$ cat src/rtl/dsp_chain_pkg.sv
// dsp_chain_pkg: shared widths, beat field offsets, FSM states and drain-length helper
package dsp_chain_pkg;
  localparam int FP16_W = 16;
  localparam int BEAT_W = 64;
  localparam int TOP_A_OFS = 48;
  localparam int TOP_B_OFS = 32;
  localparam int BOT_A_OFS = 16;
  localparam int BOT_B_OFS = 0;
  typedef enum logic [1:0] {IDLE, RUN, DRAIN} state_t;
  function automatic int drain_cycles(int ns, int lat, int res);
    return (ns - 1) * lat + res;
  endfunction
endpackage

$ cat src/rtl/dsp_chain_fp16_feeder_if.sv
// dsp_chain_fp16_feeder_if: beat stream in, skewed per-stage operands and result tags out
// slave: feeder side; master: producer/consumer side
interface dsp_chain_fp16_feeder_if
  import dsp_chain_pkg::*;
#(parameter int NUM_STAGES = 2);
  logic                           in_valid;
  logic                           in_ready;
  logic [NUM_STAGES*BEAT_W-1:0]   in_data;
  logic                           in_last;
  logic [NUM_STAGES*FP16_W-1:0]   top_a;
  logic [NUM_STAGES*FP16_W-1:0]   top_b;
  logic [NUM_STAGES*FP16_W-1:0]   bot_a;
  logic [NUM_STAGES*FP16_W-1:0]   bot_b;
  logic [NUM_STAGES-1:0]          stage_valid;
  logic                           result_valid;
  logic                           result_last;
  logic                           busy;
  logic                           done;
  modport slave (input in_valid, in_data, in_last,
                 output in_ready, top_a, top_b, bot_a, bot_b, stage_valid, result_valid, result_last, busy, done);
  modport master (output in_valid, in_data, in_last,
                  input in_ready, top_a, top_b, bot_a, bot_b, stage_valid, result_valid, result_last, busy, done);
endinterface

$ cat src/rtl/dsp_chain_beat_fifo.sv
// dsp_chain_beat_fifo: synchronous FIFO with full/empty flags and simultaneous push/pop
// ports: clk, reset (async active-low), i_push/i_data in, i_pop/o_data out, o_full, o_empty
module dsp_chain_beat_fifo #(
  parameter int W     = 129,
  parameter int DEPTH = 4
) (
  input  logic         clk,
  input  logic         reset,
  input  logic         i_push,
  input  logic         i_pop,
  input  logic [W-1:0] i_data,
  output logic [W-1:0] o_data,
  output logic         o_full,
  output logic         o_empty
);
  localparam int AW = $clog2(DEPTH);
  logic [W-1:0]  r_mem [DEPTH];
  logic [AW-1:0] r_wp;
  logic [AW-1:0] r_rp;
  logic [AW:0]   r_cnt;
  always_ff @(posedge clk)
    if (i_push) r_mem[r_wp] <= i_data;
  always_ff @(posedge clk or negedge reset)
    if (!reset) begin
      r_wp  <= '0;
      r_rp  <= '0;
      r_cnt <= '0;
    end else begin
      r_wp  <= r_wp + AW'(i_push);
      r_rp  <= r_rp + AW'(i_pop);
      r_cnt <= r_cnt + (AW+1)'(i_push) - (AW+1)'(i_pop);
    end
  assign o_full  = r_cnt == (AW+1)'(DEPTH);
  assign o_empty = r_cnt == '0;
  assign o_data  = r_mem[r_rp];
endmodule

$ cat src/rtl/dsp_chain_fp16_feeder.sv
// dsp_chain_fp16_feeder: buffers fp16 operand beats and issues them skewed per cascade stage
// ports: clk, reset (async active-low), bus (beat stream in; operands, stage_valid, result tags, busy, done out)
module dsp_chain_fp16_feeder
  import dsp_chain_pkg::*;
#(
  parameter int NUM_STAGES = 2,
  parameter int STAGE_LAT  = 1,
  parameter int RES_LAT    = 2,
  parameter int FIFO_DEPTH = 4
) (
  input logic                      clk,
  input logic                      reset,
  dsp_chain_fp16_feeder_if.slave   bus
);
  localparam int W  = NUM_STAGES * BEAT_W;
  localparam int D  = drain_cycles(NUM_STAGES, STAGE_LAT, RES_LAT);
  localparam int CW = $clog2(D + 2);
  state_t        r_state;
  state_t        w_nxt;
  logic [CW-1:0] r_cnt;
  logic [CW-1:0] w_cnt;
  logic          w_full;
  logic          w_empty;
  logic          w_pop;
  logic          w_push;
  logic [W:0]    w_q;
  assign w_pop        = r_state != DRAIN && !w_empty;
  // a pop frees a slot in the same cycle, so a full FIFO still accepts
  assign bus.in_ready = reset && (!w_full || w_pop);
  assign w_push       = bus.in_valid && bus.in_ready;
  dsp_chain_beat_fifo #(.W(W + 1), .DEPTH(FIFO_DEPTH)) u_fifo (
    .clk     (clk),
    .reset   (reset),
    .i_push  (w_push),
    .i_pop   (w_pop),
    .i_data  ({bus.in_last, bus.in_data}),
    .o_data  (w_q),
    .o_full  (w_full),
    .o_empty (w_empty)
  );
  // DRAIN holds D+1 cycles so done lines up with the last result and the next pop follows it
  always_comb begin
    w_nxt = r_state == DRAIN ? (r_cnt == '0 ? IDLE : DRAIN) : w_pop ? (w_q[W] ? DRAIN : RUN) : r_state;
    w_cnt = (r_state != DRAIN && w_nxt == DRAIN) ? CW'(D) : r_cnt - CW'(r_cnt != '0);
  end
  always_ff @(posedge clk or negedge reset)
    if (!reset) begin
      r_state <= IDLE;
      r_cnt   <= '0;
    end else begin
      r_state <= w_nxt;
      r_cnt   <= w_cnt;
    end
  assign bus.busy = r_state != IDLE;
  assign bus.done = r_state == DRAIN && r_cnt == '0;
  for (genvar s = 0; s < NUM_STAGES; s++) begin : g_stage
    localparam int N = 1 + s * STAGE_LAT;
    logic [BEAT_W:0] r_dl [N];
    always_ff @(posedge clk or negedge reset)
      if (!reset) begin
        for (int i = 0; i < N; i++) r_dl[i] <= '0;
      end else begin
        r_dl[0] <= w_pop ? {1'b1, w_q[s*BEAT_W +: BEAT_W]} : '0;
        for (int i = 1; i < N; i++) r_dl[i] <= r_dl[i-1];
      end
    assign bus.top_a[s*FP16_W +: FP16_W] = r_dl[N-1][TOP_A_OFS +: FP16_W];
    assign bus.top_b[s*FP16_W +: FP16_W] = r_dl[N-1][TOP_B_OFS +: FP16_W];
    assign bus.bot_a[s*FP16_W +: FP16_W] = r_dl[N-1][BOT_A_OFS +: FP16_W];
    assign bus.bot_b[s*FP16_W +: FP16_W] = r_dl[N-1][BOT_B_OFS +: FP16_W];
    assign bus.stage_valid[s]            = r_dl[N-1][BEAT_W];
  end
  logic [1:0] r_tag [D + 1];
  always_ff @(posedge clk or negedge reset)
    if (!reset) begin
      for (int i = 0; i <= D; i++) r_tag[i] <= '0;
    end else begin
      r_tag[0] <= w_pop ? {1'b1, w_q[W]} : 2'b00;
      for (int i = 1; i <= D; i++) r_tag[i] <= r_tag[i-1];
    end
  assign bus.result_valid = r_tag[D][1];
  assign bus.result_last  = r_tag[D][0];
endmodule

$ cat src/flat_wrapper.sv
// flat-port wrapper written by rule: the top's interface ports become plain ports
module dsp_chain_fp16_feeder_flat import dsp_chain_pkg::*;
#(
  parameter int NUM_STAGES = 2,
  parameter int STAGE_LAT  = 1,
  parameter int RES_LAT    = 2,
  parameter int FIFO_DEPTH = 4
)
  (clk, reset, bus_in_valid, bus_in_data, bus_in_last, bus_in_ready, bus_top_a, bus_top_b, bus_bot_a, bus_bot_b, bus_stage_valid, bus_result_valid, bus_result_last, bus_busy, bus_done);
  dsp_chain_fp16_feeder_if #(.NUM_STAGES(NUM_STAGES)) bus_i ();
  input logic clk;
  input logic reset;
  input wire logic [$bits(bus_i.in_valid)-1:0] bus_in_valid;
  input wire logic [$bits(bus_i.in_data)-1:0] bus_in_data;
  input wire logic [$bits(bus_i.in_last)-1:0] bus_in_last;
  output wire logic [$bits(bus_i.in_ready)-1:0] bus_in_ready;
  output wire logic [$bits(bus_i.top_a)-1:0] bus_top_a;
  output wire logic [$bits(bus_i.top_b)-1:0] bus_top_b;
  output wire logic [$bits(bus_i.bot_a)-1:0] bus_bot_a;
  output wire logic [$bits(bus_i.bot_b)-1:0] bus_bot_b;
  output wire logic [$bits(bus_i.stage_valid)-1:0] bus_stage_valid;
  output wire logic [$bits(bus_i.result_valid)-1:0] bus_result_valid;
  output wire logic [$bits(bus_i.result_last)-1:0] bus_result_last;
  output wire logic [$bits(bus_i.busy)-1:0] bus_busy;
  output wire logic [$bits(bus_i.done)-1:0] bus_done;
  assign bus_i.in_valid = bus_in_valid;
  assign bus_i.in_data = bus_in_data;
  assign bus_i.in_last = bus_in_last;
  assign bus_in_ready = bus_i.in_ready;
  assign bus_top_a = bus_i.top_a;
  assign bus_top_b = bus_i.top_b;
  assign bus_bot_a = bus_i.bot_a;
  assign bus_bot_b = bus_i.bot_b;
  assign bus_stage_valid = bus_i.stage_valid;
  assign bus_result_valid = bus_i.result_valid;
  assign bus_result_last = bus_i.result_last;
  assign bus_busy = bus_i.busy;
  assign bus_done = bus_i.done;
  dsp_chain_fp16_feeder #(.NUM_STAGES(NUM_STAGES), .STAGE_LAT(STAGE_LAT), .RES_LAT(RES_LAT), .FIFO_DEPTH(FIFO_DEPTH)) u_core (.clk(clk), .reset(reset), .bus(bus_i));
endmodule
$ cat config.mk
export PLATFORM = sky130hd
export DESIGN_NAME = dsp_chain_fp16_feeder_flat
export DESIGN_NICKNAME = d
export VERILOG_FILES = /design/src/rtl/dsp_chain_pkg.sv /design/src/rtl/dsp_chain_fp16_feeder_if.sv /design/src/rtl/dsp_chain_beat_fifo.sv /design/src/rtl/dsp_chain_fp16_feeder.sv /design/src/flat_wrapper.sv
export SDC_FILE = /design/constraint.sdc
export NUM_CORES = 1
export LEC_CHECK = 0
export CAP_MARGIN = 20
export CORE_UTILIZATION = 55
export DETAILED_ROUTE_END_ITERATION = 8
export DONT_BUFFER_PORTS = 1
export HOLD_SLACK_MARGIN = 0.08
export PLACE_DENSITY = 0.74
export SLEW_MARGIN = 30
export SYNTH_ARGS = -nofsm -noshare
export SYNTH_HDL_FRONTEND = slang
export SYNTH_HIERARCHICAL = 1
export SYNTH_SLANG_ARGS = --single-unit
$ cat constraint.sdc
create_clock -name clk -period 12.2 [get_ports clk]
set_input_delay 1.22 -clock clk [delete_from_list [all_inputs] [get_ports clk]]
set_output_delay 1.22 -clock clk [all_outputs]
set_load 0.02 [all_outputs]
==> results.md, run 1 <==
* GRT overflow at 0
* Total CTS buffers at 71
* Rel. slew slack at 0.347
* CTS Hold Bufs at 0
* Crit path time final at 3740 ps
* Commonest cells in the netlist: edfxtp_1, dfrtp_1, and3_1, mux4_2, buf_4
* Crit path kind: reg2reg
* Area Overhead vs Synth at 9.35%
* Crit Path Max Fanout at 58
* CTS root buffer: clkbuf_16
* Count leader, synth: edfxtp_1
* Simple-gate share of the synthesized area at 0.0352
* Sequential share of the synthesized area at 0.808
* CTS sink count at 728
* Longest Clk Path Bufs at 3
* Detailed-route DRC error count at 0
* I/O pins at 267
* Ant. Diodes at 0
* Synth Register Bits at 728
* Main flop type after synthesis: edfxtp_1
* Combinational share of power at 0.182
* Lkg Pwr at 10.4 nW
* Compound-cell area share of the yosys netlist at 0.00151
* Post-synth EDFFs at 516
* Outcome: finished clean
* Maximum vdd ir drop at roughly 0.17 mV
* Routed via count at 10,400
* Cell-internal power at between 0.005 and 0.006 W
* Worst-Margin Slew at 979 ps
* Number of max-cap violations at 0
* Total power divided by cell area at 248 mW/mm²
* Total wire length at 45.8 mm
* Die Ht at 218 µm
* Initial antenna violation count at 0
* Syn nets at 1,289
* Drt via density at 5.83
* Cells taking the most area after synthesis: edfxtp_1, dfrtp_1, mux4_2
* Setup WS pre-CTS at 8250 ps
* Slew Viols, Final at 0
* Post-synth top area cell: edfxtp_1
* Sw Share at 0.280
* Fin Setup TNS at 0 ps
* Clock network power share at 0.310
* Initial DRT Pass Iterations at 5
* Asr flop ratio synth at 0.291
* Post-DP Area at around 0.026 mm²
* 1st-iter DRT viols at slightly above 800
* Initial core utilization at 0.562
* Routed Antenna Nets at 0
* Clock transition at path regs at ~60 ps
* Yosys warnings at 6
* Unique cell type count in the Yosys netlist at 31
* Skew-Pair Late Insertion Delay at a little under 600 ps
* Type of the worst min-delay path: in2async
* Switching pwr at about 0.0020 W
* All-Layer GR Usage at 0.200
* Number of I/O port buffers at 0
* GPL Wtd Cong at ~0.74
* Setup ws final at 8460 ps
* Fin nets at 1,256
* Final Cycle Share at 0.307
* Area of the multi-input gates at between 0.004 and 0.005 mm²
* Mux share of post-synthesis cell area at 0.113
* Synth top area share at 0.602
* Skew final at 20.8 ps
* H-tree depth at 3
* Critical Path Sink Type: flop
* Worst Path Required at 12,410 ps
* Final core utilization at 0.615
* Die area at 0.0477 mm²
* Vias in the first global route at approximately 11,000
* Synth Area in XOR/XNOR at 0.00190
* Cell area after layout at 0.0281 mm²
* Buffer count from post-CTS setup fixing at 0
* Largest family of logic cells by synthesized area: multiplexers
* Fraction of layout cells with a size suffix above 1 at 0.226
* Chip width at 218 µm
* TritonCTS clock tree: built
* PostCTS Resize Cnt at 0
* Storage element area at 0.0208 mm²
* Mapped Cells at 1,150
* CP Data Arrival Time at a little under 4000 ps
* Hold Fails Final Rpt at 0
* Syn Area/Cell at 22.4 µm²
* F_max at between 0.2 and 0.3 GHz
* Adder-Cell Fraction of Synth Area at 0.00369
* Standard-cell rows at between 70 and 80
* First-pass GRT wire length at 69.7 mm
* Worst setup SP type: flop
* Post-synthesis instance area at ~0.026 mm²
* Largest net degree at the start of global routing at between 200 and 250
* WL/cell at 25.8 µm
* Unrepaired setup endpoints after global routing: no
* Core area at around 0.046 mm²
* Detailed placer's ending HPWL at ~25 mm
* Register share of total power at 0.508
* Fillcell total at 3,014
* Setup-failing EPs final at 0
[layout make-up]
class                           instances  share of cell area
Multi-Input combinational cell        291               0.143
Clock inverter                         30             0.00969
Inverter                                9             0.00129
Tap cell                              600              0.0267
Timing Repair Buffer                   16             0.00680
Sequential cell                       728               0.739
Clock buffer                          101              0.0737
[cells by family (layout without fill, tap and decap cells)]
logic type	count (synthesis)	count (layout)
buffers and inverters	131	156
xor gates and xnor gates	4	4
adders and majority gates	7	7
and+or+nand+nor	146	146
DFF	728	728
AOI/OAI and AO/OA	5	5
muxes	129	129
[registers in the layout, summed over array words and instances, names as in the netlist, 2 cells and up]
signal and cells:
u_core/g_stage.r_dl 129, u_core/u_fifo/r_cnt 3, u_core/bus.bot_a 16, u_core/u_fifo/r_wp 2
u_core/r_cnt 3, u_core/r_state 2, u_core/r_tag 4, u_core/bus.top_b 16
u_core/bus.top_a 16, u_core/bus.bot_b 16, u_core/u_fifo/r_rp 2, u_core/u_fifo/r_mem 516
[critical path: stages (launching register included)]
cell	delay, ps
dfrtp_1	390
nand2b_4	550
nand2_1	200
a21oi_1	460
nor3b_2	880
buf_4	800
[metal layers]
metal,vias to the layer above,part of all wire,global-route usage
met2,326,0.50,0.318
met4,0,0.017,0.0538
met3,60,0.081,0.0714
li1,4396,-,-
met1,5569,0.40,0.263
met5,-,0,0
[cell usage in the layout (no fill, tap or decap), drive strengths merged, types with 2 or more instances in the layout]
master    synthesis  routed
clkinv            0      18
clkinvlp          0       3
mux4            129     129
inv               9      14
nand2             4       4
and3b             2       2
clkbuf           17     101
nor3b             2       2
a21oi             2       2
and3            129     129
bufinv            0       4
nor2              4       4
xor2              2       2
dfrtp           212     212
buf             105      16
ha                6       6
edfxtp          516     516
[stage by stage]
stage,cells,power (W),hold WS [ps]
CTS,1773,0.00706,293
global route,1775,0.00729,292
global placement,1641,0.00485,331
finish,1775,0.00699,332
floorplan,1150,0.00472,331
detailed placement,1642,0.00488,335
[power by group through the flow]
stage,sequential (W),combinational (W),clock (W)
floorplan,0.00341,0.00131,0
detailed placement,0.00364,0.00124,0
global placement,0.00365,0.00120,0
CTS,0.00360,0.00126,0.00221
global route,0.00360,0.00138,0.00231
finish,0.00355,0.00127,0.00216
[path summary, 6_finish.rpt]
check / startpoint / endpoint / slack (ps) / cells past startpoint
max in group asynchronous: reset / u_core/bus.bot_a[25]$_DFF_PN0_ / 11590 / 0
min reg2reg: u_core/g_stage[1].r_dl[108]$_DFF_PN0_ / u_core/bus.top_b[27]$_DFF_PN0_ / 350 / 0
min: reset / u_core/g_stage[1].r_dl[114]$_DFF_PN0_ / 330 / 0
min in group clk: u_core/g_stage[1].r_dl[108]$_DFF_PN0_ / u_core/bus.top_b[27]$_DFF_PN0_ / 350 / 0
max: u_core/r_state[0]$_DFF_PN0_ / u_core/u_fifo/r_mem[0][58]$_DFFE_PP_ / 8460 / 5
max reg2reg: u_core/r_state[0]$_DFF_PN0_ / u_core/u_fifo/r_mem[0][58]$_DFFE_PP_ / 8460 / 5
No activity file was read; power rests on OpenSTA's default activity.
==> run 2, diff against run 1 <==
--- a/config.mk
+++ b/config.mk
@@ -5,6 +5,7 @@
 export SDC_FILE = /design/constraint.sdc
 export NUM_CORES = 1
 export LEC_CHECK = 0
+export ABC_AREA = 1
 export CAP_MARGIN = 20
 export CORE_UTILIZATION = 55
 export DETAILED_ROUTE_END_ITERATION = 8
==> constraint.sdc (replaced) <==
create_clock -name clk -period 3 [get_ports clk]
set_input_delay 0.3 -clock clk [delete_from_list [all_inputs] [get_ports clk]]
set_output_delay 0.3 -clock clk [all_outputs]
set_load 0.02 [all_outputs]
==> run 2 against run 1 <==
  * Worst hold slack lost 930 ps
  * Highest routed layer is now met5
  * Setup slack lost 8000 ps
  * Synthesized cell count grew 130%
  * Critical endpoint is now u_core/u_fifo/r_cnt[2]$_DFF_PN0_
  * Wire length grew 28%
  * Largest cell class unchanged
  * The flow now finishes with violations (negative hold slack)
==> results.md, run 2 <==
* Outcome: finished with violations
* Failing checks: negative hold slack
* Cell-internal power at just over 0.02 W
* Worst r2r dst: u_core/u_fifo/r_cnt[2]$_DFF_PN0_
* First-pass GRT wire length at 92.2 mm
* Initial DRT Pass Iterations at 7
* Number of I/O port buffers at 0
* Register share of total power at 0.440
* Worst setup SP type: flop
* Detailed placer's ending HPWL at 32.2 mm
* Main flop type after synthesis: edfxtp_1
* Maximum vdd ir drop at 1.27 mV
* CTS sink count at 728
* Post-synth top area cell: edfxtp_1
* CTS root buffer: clkbuf_16
* Total wire length at 58.6 mm
* Switching pwr at 0.0112 W
* Mapped Cells at 2,630
* GRT overflow at 0
* Chip width at about 230 µm
* Slew Viols, Final at 0
* Count leader, synth: inv_1
* Fraction of layout cells with a size suffix above 1 at 0.0898
* Pwr Total at 0.0320 W
* Skew-Pair Late Insertion Delay at about 600 ps
* Final hold slack at -596 ps
* Cells taking the most area after synthesis: edfxtp_1, dfrtp_1, inv_1
* Number of max-cap violations at 0
* Hold Fails Final Rpt at 212
* Sw Share at 0.352
* Largest registers: u_core/u_fifo/r_mem: 516 flops, u_core/g_stage.r_dl: 129 flops
* All-Layer GR Usage at 0.216
* Crit path time final at 2510 ps
* Max reg flops at 516
* Standard-cell rows at 84
* Longest Clk Path Bufs at 3
* Largest Register: u_core/u_fifo/r_mem
* Fillcell total at 3,731
* Setup WS pre-CTS at 577 ps
* Commonest cells in the netlist: inv_1, nand2_1, edfxtp_1
* Clock network power share at 0.292
* Critical Path Sink Type: flop
* Unrepaired setup endpoints after global routing: no
* Type of the worst min-delay path: in2async
* H-tree depth at 3
* Syn nets at 2,769
* Die area at 0.0552 mm²
* Routed via count at around 17,000
* Final Cycle Share at 0.838
* Crit path cell chain: nor3_1 > inv_1 > nand2_8 > nand2_1 > nand2_1 > nor2_2 > inv_2 > ha_1 > inv_1 > ha_1 > fa_1 > inv_1 > nand3_1 > nand2_1
* Synth Register Bits at approximately 730
* Post-synthesis instance area at 0.0298 mm²
* Routed Antenna Nets at 0
* Fin Setup TNS at 0 ps
* Skew final at 9.26 ps
* Crit path kind: reg2reg
* Max stage delay on crit path at roughly 410 ps
* Initial core utilization at 0.562
* CP max stage cell: fa_1
* Syn Area/Cell at 11.3 µm²
* CP Launch Point: u_core/u_fifo/r_cnt[1]$_DFF_PN0_
* Asr flop ratio synth at 0.291
* Lkg Pwr at around 16 nW
* Worst Path Required at 3530 ps
* Total CTS buffers at 73
* 1st-iter DRT viols at 1,036
* CP Data Arrival Time at 3050 ps
* I/O pins at 267
* Total power divided by cell area at 950 mW/mm²
* Worst r2r path cells at 14
* Reg2Reg Launch Point: u_core/u_fifo/r_cnt[1]$_DFF_PN0_
* Setup-failing EPs final at 0
* WL/cell at roughly 17 µm
* Area Overhead vs Synth at 12.8%
* Most frequent cells in the layout: inv_1, nand2_1, edfxtp_1
* Vias in the first global route at 17,100
* Worst-Margin Slew at between 800 and 900 ps
* Largest net degree at the start of global routing at 214
* Combinational share of power at 0.268
* Cell area after layout at roughly 0.034 mm²
* Initial antenna violation count at 16
* Sequential share of the synthesized area at 0.697
* Post-synth EDFFs at 516
* Post-DP Area at just under 0.03 mm²
* Setup ws final at 487 ps
* Setup crit end: u_core/u_fifo/r_cnt[2]$_DFF_PN0_
* GPL Wtd Cong at 0.798
* F_max at 0.398 GHz
* Detailed-route DRC error count at 0
* Core area at 0.0531 mm²
* CTS Hold Bufs at 130
* Drt via density at 4.89
* Crit Path Max Fanout at 10
* Clock transition at path regs at approximately 60 ps
* TritonCTS clock tree: built
* Buffer count from post-CTS setup fixing at 0
* Unique cell type count in the Yosys netlist at 21
* Fin nets at approximately 2,800
* Commonest non-fill, non-tap cell in the layout: inv_1
* Synth top area share at 0.520
* Yosys warnings at 6
* PostCTS Resize Cnt at 0
* Rel. slew slack at 0.434
* Reg2Reg Setup Slack at between 400 and 500 ps
* Die Ht at between 200 and 250 µm
run 2: changes by cell type after synthesis, moves of 100 or more:
| cell | delta |
|---|---|
| inv_1 | +654 |
| nand2_1 | +654 |
| nand3_1 | +258 |
| and3_1 | -129 |
| mux4_2 | -129 |
| nor2_4 | +100 |
run 2: kinds of logic (layout without fill, tap and decap cells):
| logic type | Yosys count | in the layout | synth area share |
|---|---|---|---|
| buffers and inverters | 831 | 952 | 0.128 |
| other | 0 | 11 | 0 |
| AND/OR/NAND/NOR | 1058 | 1058 | 0.170 |
| XOR/XNOR | 3 | 3 | 0.000881 |
| flip-flops | 728 | 728 | 0.697 |
| AO/OA/AOI/OAI | 3 | 3 | 0.000503 |
| adder cells (fa/ha/maj) | 7 | 7 | 0.00319 |
run 2: power groups by stage:
stage          registers, W  logic (W)  clock network, W
3_3_place_gp         0.0142    0.00810                 0
6_report             0.0141    0.00856           0.00935
4_1_cts              0.0141    0.00864           0.00953
5_1_grt              0.0142    0.00949           0.00996
2_1_floorplan        0.0136    0.00788                 0
3_5_place_dp         0.0143    0.00836                 0
run 2: layer usage:
metal | wire length (µm) | part of all wire | global-route usage
met5 | 57 | 0.00097 | 0
met4 | 1540 | 0.026 | 0.0875
met3 | 3580 | 0.061 | 0.0436
met2 | 29500 | 0.50 | 0.373
met1 | 23900 | 0.41 | 0.265
run 2: cell type report:
cell class,instances,area [µm²],share of cell area
sequential,728,20800,0.618
multi-input combinational,1071,5260,0.156
inverter,665,2510,0.0745
clock buffer,113,2270,0.0676
timing repair buffer,151,1660,0.0493
tap,688,861,0.0256
clock inverter,23,260,0.00773
antenna,11,27.5,0.000818
run 2: worst min-delay path by stage:
stage           from                              to  slack, ps  depth (start not counted)
4_1_cts        reset  u_core/bus.top_a[25]$_DFF_PN0_       -640                          0
2_1_floorplan  reset  u_core/bus.bot_a[16]$_DFF_PN0_          4                          0
3_5_place_dp   reset  u_core/bus.top_a[25]$_DFF_PN0_         10                          0
5_1_grt        reset  u_core/bus.top_a[25]$_DFF_PN0_       -630                          0
3_3_place_gp   reset  u_core/bus.top_a[25]$_DFF_PN0_          9                          0
6_report       reset  u_core/bus.top_a[25]$_DFF_PN0_       -600                          0
run 2: per-stage QoR:
| stage | utilization | instances | hold slack, ps |
|---|---|---|---|
| 6_report | 0.634 | 3450 | -596 |
| 4_1_cts | 0.634 | 3439 | -639 |
| 5_1_grt | 0.634 | 3447 | -628 |
| 3_3_place_gp | 0.561 | 3172 | 9.10 |
| 2_1_floorplan | - | 2630 | 4.41 |
| 3_5_place_dp | 0.561 | 3173 | 10.6 |
run 2: worst max-delay path: cells and delay by family (launching register included):
| kind | cells | cell delay, ps |
|---|---|---|
| flops | 1 | 390 |
| fa+ha+maj | 3 | 770 |
| buf+inv | 4 | 470 |
| simple gates | 7 | 820 |
